**config.mk**
```make
export PLATFORM = sky130hd
export DESIGN_NAME = axi_riscv_amo_requester
export DESIGN_NICKNAME = d
export VERILOG_FILES = /design/src/rtl/axi_riscv_amo_requester.sv
export SDC_FILE = /design/constraint.sdc
export NUM_CORES = 1
export LEC_CHECK = 0
export ABC_CLOCK_PERIOD_IN_PS = 3450
export BUFFER_PORTS_ARGS = -buffer_cell sky130_fd_sc_hd__buf_2
export CAP_MARGIN = 20
export CORE_MARGIN = 4
export CORE_UTILIZATION = 40
export DETAILED_ROUTE_END_ITERATION = 10
export MAX_ROUTING_LAYER = met4
export PLACE_DENSITY_LB_ADDON = 0.05
export RECOVER_POWER = 100
export SYNTH_ARGS = -nofsm -noshare
export SYNTH_HDL_FRONTEND = slang
export SYNTH_SLANG_ARGS = --single-unit
```
**constraint.sdc**
```tcl
create_clock -name clk_i -period 3.45 [get_ports clk_i]
set_input_delay 0.69 -clock clk_i [delete_from_list [all_inputs] [get_ports clk_i]]
set_output_delay 0.69 -clock clk_i [all_outputs]
set_load 0.01 [all_outputs]
```
**src/rtl/axi_riscv_amo_requester.sv**
```systemverilog
// Initiator-side AMO engine: one core atomic request becomes one AXI5 atomic
// transaction (AW + single W, then B and optionally R), one transaction at a time.
module axi_riscv_amo_requester #(
    parameter int unsigned          ADDR_WIDTH = 64,
    parameter int unsigned          DATA_WIDTH = 64,
    parameter int unsigned          ID_WIDTH   = 4,
    parameter logic [ID_WIDTH-1:0]  AXI_ID     = '0
) (
    input  logic                    clk_i,
    input  logic                    rst_ni,

    input  logic                    req_valid_i,
    output logic                    req_ready_o,
    input  logic [ADDR_WIDTH-1:0]   req_addr_i,
    input  logic [5:0]              req_atop_i,
    input  logic [5:0]              req_xop_i,
    input  logic [2:0]              req_size_i,
    input  logic [DATA_WIDTH-1:0]   req_operand_i,

    output logic                    resp_valid_o,
    input  logic                    resp_ready_i,
    output logic [DATA_WIDTH-1:0]   resp_data_o,
    output logic                    resp_err_o,

    output logic                    aw_valid_o,
    input  logic                    aw_ready_i,
    output logic [ADDR_WIDTH-1:0]   aw_addr_o,
    output logic [ID_WIDTH-1:0]     aw_id_o,
    output logic [2:0]              aw_size_o,
    output logic [5:0]              aw_atop_o,
    output logic [5:0]              aw_user_o,

    output logic                    w_valid_o,
    input  logic                    w_ready_i,
    output logic [DATA_WIDTH-1:0]   w_data_o,
    output logic [DATA_WIDTH/8-1:0] w_strb_o,
    output logic                    w_last_o,

    input  logic                    b_valid_i,
    output logic                    b_ready_o,
    input  logic [1:0]              b_resp_i,

    input  logic                    r_valid_i,
    output logic                    r_ready_o,
    input  logic [DATA_WIDTH-1:0]   r_data_i,
    input  logic [1:0]              r_resp_i,
    input  logic                    r_last_i
);

    localparam int unsigned STRB_W   = DATA_WIDTH / 8;
    localparam int unsigned OFF_W    = $clog2(STRB_W);
    localparam logic [2:0]  MAX_SIZE = 3'(OFF_W);

    typedef enum logic [1:0] {IDLE, SEND, WAIT, RESP} state_e;

    function automatic logic [OFF_W-1:0] align_mask(input logic [2:0] size);
        logic [OFF_W-1:0] m;
        for (int i = 0; i < OFF_W; i++) m[i] = (i < int'(size));
        return m;
    endfunction

    function automatic logic [STRB_W-1:0] strb_mask(input logic [2:0] size, input logic [OFF_W-1:0] off);
        logic [STRB_W-1:0] s;
        for (int i = 0; i < STRB_W; i++)
            s[i] = (i >= int'(off)) && (i < int'(off) + (1 << size));
        return s;
    endfunction

    function automatic logic [DATA_WIDTH-1:0] sext(input logic [DATA_WIDTH-1:0] d, input logic [2:0] size);
        logic [DATA_WIDTH-1:0] o;
        logic                  sgn;
        int                    nbits;
        nbits = 8 << size;
        sgn   = 1'b0;
        for (int i = 0; i < DATA_WIDTH; i++) if (i == nbits - 1) sgn = d[i];
        for (int i = 0; i < DATA_WIDTH; i++) o[i] = (i < nbits) ? d[i] : sgn;
        return o;
    endfunction

    state_e                state_q, state_d;
    logic                  req_ready_q, req_ready_d;
    logic                  aw_valid_q, aw_valid_d, w_valid_q, w_valid_d;
    logic [ADDR_WIDTH-1:0] aw_addr_q, aw_addr_d;
    logic [2:0]            aw_size_q, aw_size_d;
    logic [5:0]            aw_atop_q, aw_atop_d, aw_user_q, aw_user_d;
    logic [DATA_WIDTH-1:0] w_data_q, w_data_d;
    logic [STRB_W-1:0]     w_strb_q, w_strb_d;
    logic                  b_ready_q, b_ready_d, r_ready_q, r_ready_d;
    logic                  resp_valid_q, resp_valid_d, resp_err_q, resp_err_d;
    logic [DATA_WIDTH-1:0] resp_data_q, resp_data_d;
    logic [OFF_W-1:0]      off_q, off_d;
    logic                  expect_r_q, expect_r_d;
    logic                  b_got_q, b_got_d, r_got_q, r_got_d;
    logic                  b_err_q, b_err_d, r_err_q, r_err_d;
    logic [DATA_WIDTH-1:0] rdata_q, rdata_d;

    logic                  req_reject, send_done, b_hs, r_hs, b_got_n, r_got_n, wait_done;
    logic [OFF_W-1:0]      req_off;
    logic [DATA_WIDTH-1:0] rdata_n;
    logic                  unused_inputs;

    assign req_off    = req_addr_i[OFF_W-1:0];
    assign req_reject = (req_size_i > MAX_SIZE)
                      | (|(req_off & align_mask(req_size_i)))
                      | (req_atop_i[5:4] == 2'b00)
                      | (req_atop_i == 6'b110001);
    // A channel counts as sent once its valid has been dropped or is being accepted now.
    assign send_done  = (~aw_valid_q | aw_ready_i) & (~w_valid_q | w_ready_i);
    assign b_hs       = b_valid_i & b_ready_q;
    assign r_hs       = r_valid_i & r_ready_q;
    assign b_got_n    = b_got_q | b_hs;
    assign r_got_n    = r_got_q | r_hs;
    assign wait_done  = b_got_n & (r_got_n | ~expect_r_q);
    assign rdata_n    = r_hs ? sext(r_data_i >> {off_q, 3'b000}, aw_size_q) : rdata_q;
    assign unused_inputs = ^{r_last_i, r_resp_i[0], b_resp_i[0]};

    always_ff @(posedge clk_i) begin : state_reg
        if (!rst_ni) begin
            state_q      <= IDLE;
            req_ready_q  <= 1'b1;
            aw_valid_q   <= 1'b0;
            w_valid_q    <= 1'b0;
            aw_addr_q    <= '0;
            aw_size_q    <= '0;
            aw_atop_q    <= '0;
            aw_user_q    <= '0;
            w_data_q     <= '0;
            w_strb_q     <= '0;
            b_ready_q    <= 1'b0;
            r_ready_q    <= 1'b0;
            resp_valid_q <= 1'b0;
            resp_err_q   <= 1'b0;
            resp_data_q  <= '0;
            off_q        <= '0;
            expect_r_q   <= 1'b0;
            b_got_q      <= 1'b0;
            r_got_q      <= 1'b0;
            b_err_q      <= 1'b0;
            r_err_q      <= 1'b0;
            rdata_q      <= '0;
        end else begin
            state_q      <= state_d;
            req_ready_q  <= req_ready_d;
            aw_valid_q   <= aw_valid_d;
            w_valid_q    <= w_valid_d;
            aw_addr_q    <= aw_addr_d;
            aw_size_q    <= aw_size_d;
            aw_atop_q    <= aw_atop_d;
            aw_user_q    <= aw_user_d;
            w_data_q     <= w_data_d;
            w_strb_q     <= w_strb_d;
            b_ready_q    <= b_ready_d;
            r_ready_q    <= r_ready_d;
            resp_valid_q <= resp_valid_d;
            resp_err_q   <= resp_err_d;
            resp_data_q  <= resp_data_d;
            off_q        <= off_d;
            expect_r_q   <= expect_r_d;
            b_got_q      <= b_got_d;
            r_got_q      <= r_got_d;
            b_err_q      <= b_err_d;
            r_err_q      <= r_err_d;
            rdata_q      <= rdata_d;
        end
    end

    always_comb begin : next_state
        state_d = state_q;
        unique case (state_q)
            IDLE:    if (req_valid_i)  state_d = req_reject ? RESP : SEND;
            SEND:    if (send_done)    state_d = WAIT;
            WAIT:    if (wait_done)    state_d = RESP;
            RESP:    if (resp_ready_i) state_d = IDLE;
            default:                   state_d = IDLE;
        endcase
    end

    always_comb begin : output_next
        req_ready_d  = req_ready_q;
        aw_valid_d   = aw_valid_q;
        w_valid_d    = w_valid_q;
        aw_addr_d    = aw_addr_q;
        aw_size_d    = aw_size_q;
        aw_atop_d    = aw_atop_q;
        aw_user_d    = aw_user_q;
        w_data_d     = w_data_q;
        w_strb_d     = w_strb_q;
        b_ready_d    = b_ready_q;
        r_ready_d    = r_ready_q;
        resp_valid_d = resp_valid_q;
        resp_err_d   = resp_err_q;
        resp_data_d  = resp_data_q;
        off_d        = off_q;
        expect_r_d   = expect_r_q;
        b_got_d      = b_got_q;
        r_got_d      = r_got_q;
        b_err_d      = b_err_q;
        r_err_d      = r_err_q;
        rdata_d      = rdata_q;
        unique case (state_q)
            IDLE: if (req_valid_i) begin
                req_ready_d = 1'b0;
                aw_addr_d   = req_addr_i;
                aw_size_d   = req_size_i;
                aw_atop_d   = req_atop_i;
                aw_user_d   = req_xop_i;
                w_data_d    = req_operand_i << {req_off, 3'b000};
                w_strb_d    = strb_mask(req_size_i, req_off);
                off_d       = req_off;
                expect_r_d  = (req_atop_i[5:4] == 2'b10) | (req_atop_i == 6'b110000);
                b_got_d     = 1'b0;
                r_got_d     = 1'b0;
                b_err_d     = 1'b0;
                r_err_d     = 1'b0;
                rdata_d     = '0;
                if (req_reject) begin
                    resp_valid_d = 1'b1;
                    resp_err_d   = 1'b1;
                    resp_data_d  = '0;
                end else begin
                    aw_valid_d = 1'b1;
                    w_valid_d  = 1'b1;
                end
            end
            SEND: begin
                aw_valid_d = aw_valid_q & ~aw_ready_i;
                w_valid_d  = w_valid_q & ~w_ready_i;
                if (send_done) begin
                    b_ready_d = 1'b1;
                    r_ready_d = expect_r_q;
                end
            end
            WAIT: begin
                b_got_d   = b_got_n;
                r_got_d   = r_got_n;
                b_err_d   = b_err_q | (b_hs & b_resp_i[1]);
                r_err_d   = r_err_q | (r_hs & r_resp_i[1]);
                rdata_d   = rdata_n;
                b_ready_d = ~b_got_n;
                r_ready_d = expect_r_q & ~r_got_n;
                // Any error on either channel suppresses the returned value.
                if (wait_done) begin
                    resp_valid_d = 1'b1;
                    resp_err_d   = b_err_d | r_err_d;
                    resp_data_d  = (expect_r_q && !(b_err_d || r_err_d)) ? rdata_n : '0;
                end
            end
            RESP: if (resp_ready_i) begin
                resp_valid_d = 1'b0;
                req_ready_d  = 1'b1;
            end
            default: ;
        endcase
    end

    assign req_ready_o  = req_ready_q;
    assign resp_valid_o = resp_valid_q;
    assign resp_data_o  = resp_data_q;
    assign resp_err_o   = resp_err_q;
    assign aw_valid_o   = aw_valid_q;
    assign aw_addr_o    = aw_addr_q;
    assign aw_id_o      = AXI_ID;
    assign aw_size_o    = aw_size_q;
    assign aw_atop_o    = aw_atop_q;
    assign aw_user_o    = aw_user_q;
    assign w_valid_o    = w_valid_q;
    assign w_data_o     = w_data_q;
    assign w_strb_o     = w_strb_q;
    assign w_last_o     = 1'b1;
    assign b_ready_o    = b_ready_q;
    assign r_ready_o    = r_ready_q;

endmodule

```
==> results.cfg <==
[critical_path]
reg2reg_depth = 11
critical_path_buf_inv_count = 2
critical_path_class = reg2reg
crit_cells = 11
worstPathRequired_ns = 3.88
worst_path_largest_cell_delay_ns = 0.50
critical-path-top-delay-family = compound AO/OA/AOI/OAI gates
cp_cell_sequence = clkbuf_1, nor2_1, nand2_1, ha_1, nand2b_1, o2111ai_1, a41o_1, o21ai_0, a31oi_4, buf_12, o21ai_0
critPathMaxFanout = 48
startpoint_type = register
timing.critical_path.mode_cell = o21ai_0
cp-end-kind = register
slowest_stage = a31oi_4
cp.arrival_ns = 3.44

[floorplan]
die_width_microns = 200.1
io_pins = 447
die_area_sq_um = 40040
initial_core_util = 0.4041
core_sq_um = 36520
die_h_microns = 200.1
rows = 70

[cts]
clk_latency_ns = 0.56
cts_buffers = 37
htree_num_levels = 2
clock-sinks = 293
postCtsSetupBuffers = 0
cts_root_buf = clkbuf_16
clkTransAtPathRegs_ns = 0.06
cts_tree = yes
hold_buffers = 0
cts.path.max_buffers = 3
cts_resized = 0

[finish]
areaGrowthSynthToFinish_pct = 23.64
drive_gt1_frac = 0.1923
regArea_sq_um = 5871
nets = 2350
multi_input_area_sq_um = 8197
fillCellCount = 3700

[place]
io_buffers = 438
hpwl_microns = 40200
gp_congestion = 0.9088
dp_slack_ns = 0.3868

[global_route]
met2_usage = 0.4334
gr-usage-met1 = 0.3415
busiest_layer = met2
grt_pass1_vias = 13941
grt_max_degree = 147
grt_usage = 0.2734
grt_overflow = 0
grt_pass1_wl_microns = 82780
antenna_found_initial = 7
use_met3 = 0.06378

[power_and_ir_drop]
ir_drop_v = 0.0003911
power_density_nw_per_um2 = 661.4
leakagePower_nw = 6.653

[sta]
finalCriticalPeriod_ns = 3.015
skew_ns = 0.02548
worstMarginPinSlew_ns = 1.269
max_freq_ghz = 0.3316
relSlewSlack = 0.1540
maxSlewViolCount = 0
setup_slack_ns = 0.4346
finalCritPeriodShare = 0.8740
hold_viol_final = 0
rsz0062_at_grt = false
finalSetupViolCount = 0
fin_setup_tns_ns = 0

[routing]
drt_iter0_drc = 980
wirelength_microns = 55760
vias = 14604
route.detailed.drc = 0
antenna_left = 0
vias_per_cell = 5.580
firstDrtPassIters = 5
wl_per_cell_microns = 21.31

[synth]
synth-seq-area-share = 0.3974
syn-cell-area_sq_um = 14760
synth_ff_type = dfxtp_1
avgSynthCellArea_sq_um = 8.381
syn_inst = 1761
synth_edf_count = 0
yosysUniqueCellTypes = 66
async_reset_ff_frac = 0
ys_ff_latch = 293
yosysWarningCount = 0

[run_status]
status = finished, final reports clean

[worst_hold_path]
hp-class = in2reg
min_path_cells = 3

[job]
drv_cap = 0
-- power breakdown --
group / total, mW / switching [mW] / internal, mW
logic: 4.18 / 2.90 / 1.28
registers: 3.94 / 0.218 / 3.72
clock network: 3.95 / 1.52 / 2.43
total: 12.1 / 4.63 / 7.44
-- kinds of logic (layout without fill, tap and decap cells) --
logic type | after synthesis | count (layout) | share of synthesized area
simple gates | 596 | 596 | 0.1707
compound gates | 529 | 529 | 0.2287
xor+xnor | 3 | 3 | 0.001781
other cells | 2 | 12 | 0.0005088
mux | 151 | 151 | 0.1411
buf+inv | 177 | 555 | 0.05070
flops | 293 | 293 | 0.3974
fa+ha+maj | 10 | 10 | 0.008986
-- area by class of cell --
type / instances / share of cell area
Multi-Input combinational cell: 1294 / 0.4492
Sequential cell: 293 / 0.3217
Tap cell: 468 / 0.03209
Timing Repair Buffer: 479 / 0.1260
Inverter: 15 / 0.003360
Clock buffer: 51 / 0.05801
Clock inverter: 10 / 0.008708
Antenna cell: 7 / 0.0009600
-- layer usage --
metal | up-vias | share of wire
li1 | 7033 | -
met1 | 6941 | 0.41
met4 | 0 | 0.034
met5 | - | 0
met2 | 544 | 0.48
met3 | 86 | 0.078
-- placed cells by master, fill, tap and decap left out, drive strengths merged, types with 9 or more instances in the layout --
| cell type | netlist | layout |
|---|---|---|
| ha | 9 | 9 |
| nand3 | 18 | 18 |
| a31oi | 11 | 11 |
| nand2 | 366 | 366 |
| o211ai | 17 | 17 |
| dfxtp | 293 | 293 |
| mux2 | 27 | 27 |
| mux4 | 43 | 43 |
| inv | 14 | 17 |
| or2 | 12 | 12 |
| mux2i | 81 | 81 |
| nand2b | 14 | 14 |
| a21oi | 146 | 146 |
| buf | 47 | 251 |
| a211oi | 19 | 19 |
| nor2 | 111 | 111 |
| nor3 | 20 | 20 |
| a22oi | 88 | 88 |
| a32o | 10 | 10 |
| clkbuf | 115 | 279 |
| and2 | 21 | 21 |
| o21ai | 146 | 146 |
| o221ai | 13 | 13 |
| o31ai | 24 | 24 |
-- sequential cells by signal, indices dropped and copies added, names as in the netlist, 2 cells and up --
signal,count
w_strb_o,8
state_q,2
rdata_q,64
aw_size_o,3
aw_atop_o,6
aw_user_o,6
w_data_o,64
aw_addr_o,64
resp_data_o,64
-- worst paths after layout --
| path | start | endpoint | slack (ns) |
|---|---|---|---|
| worst max-delay path | aw_size_o[2]$_SDFFE_PN0P_ | rdata_q[49]$_SDFFE_PN0P_ | 0.43 |
| worst min-delay path | req_addr_i[13] | aw_addr_o[13]$_SDFFE_PN0P_ | 0.37 |
| worst max register to register | aw_size_o[2]$_SDFFE_PN0P_ | rdata_q[49]$_SDFFE_PN0P_ | 0.43 |
| worst min register to register | w_strb_o[0]$_SDFFE_PN0P_ | w_strb_o[0]$_SDFFE_PN0P_ | 0.45 |
-- metrics by stage --
| stage | power [mW] | instance area (sq um) | hold slack (ns) | util | cells |
|---|---|---|---|---|---|
| finish | 12.07 | 18250 | 0.3669 | 0.4996 | 2617 |
| global route | 12.74 | 18250 | 0.3599 | 0.4996 | 2616 |
| CTS | 12.31 | 18540 | 0.3418 | 0.5077 | 2610 |
| detailed placement | 8.319 | 17330 | 0.4415 | 0.4744 | 2549 |
| global placement | 8.292 | 17330 | 0.4335 | 0.4744 | 2549 |
| floorplan | 6.760 | 14770 | 0.4249 | - | 1764 |
-- cell usage after synthesis (all sizes together), types with 20 or more instances --
master    n  area, sq um
a22oi    88        660.6
a21oi   146        730.7
o21ai   146        730.7
o31ai    24        180.2
mux2i    81        810.8
nor2    111        424.2
and2     21        131.4
buf      47        254.0
clkbuf  115        437.9
nand2   366         1374
dfxtp   293         5866
mux4     43        968.4
mux2     27        304.0
nor3     20        110.1
-- worst min-delay path: stages --
cell     delay, ns
buf_2         0.09
nand2_1       0.04
a21oi_1       0.05
No activity file was read; power rests on OpenSTA's default activity.
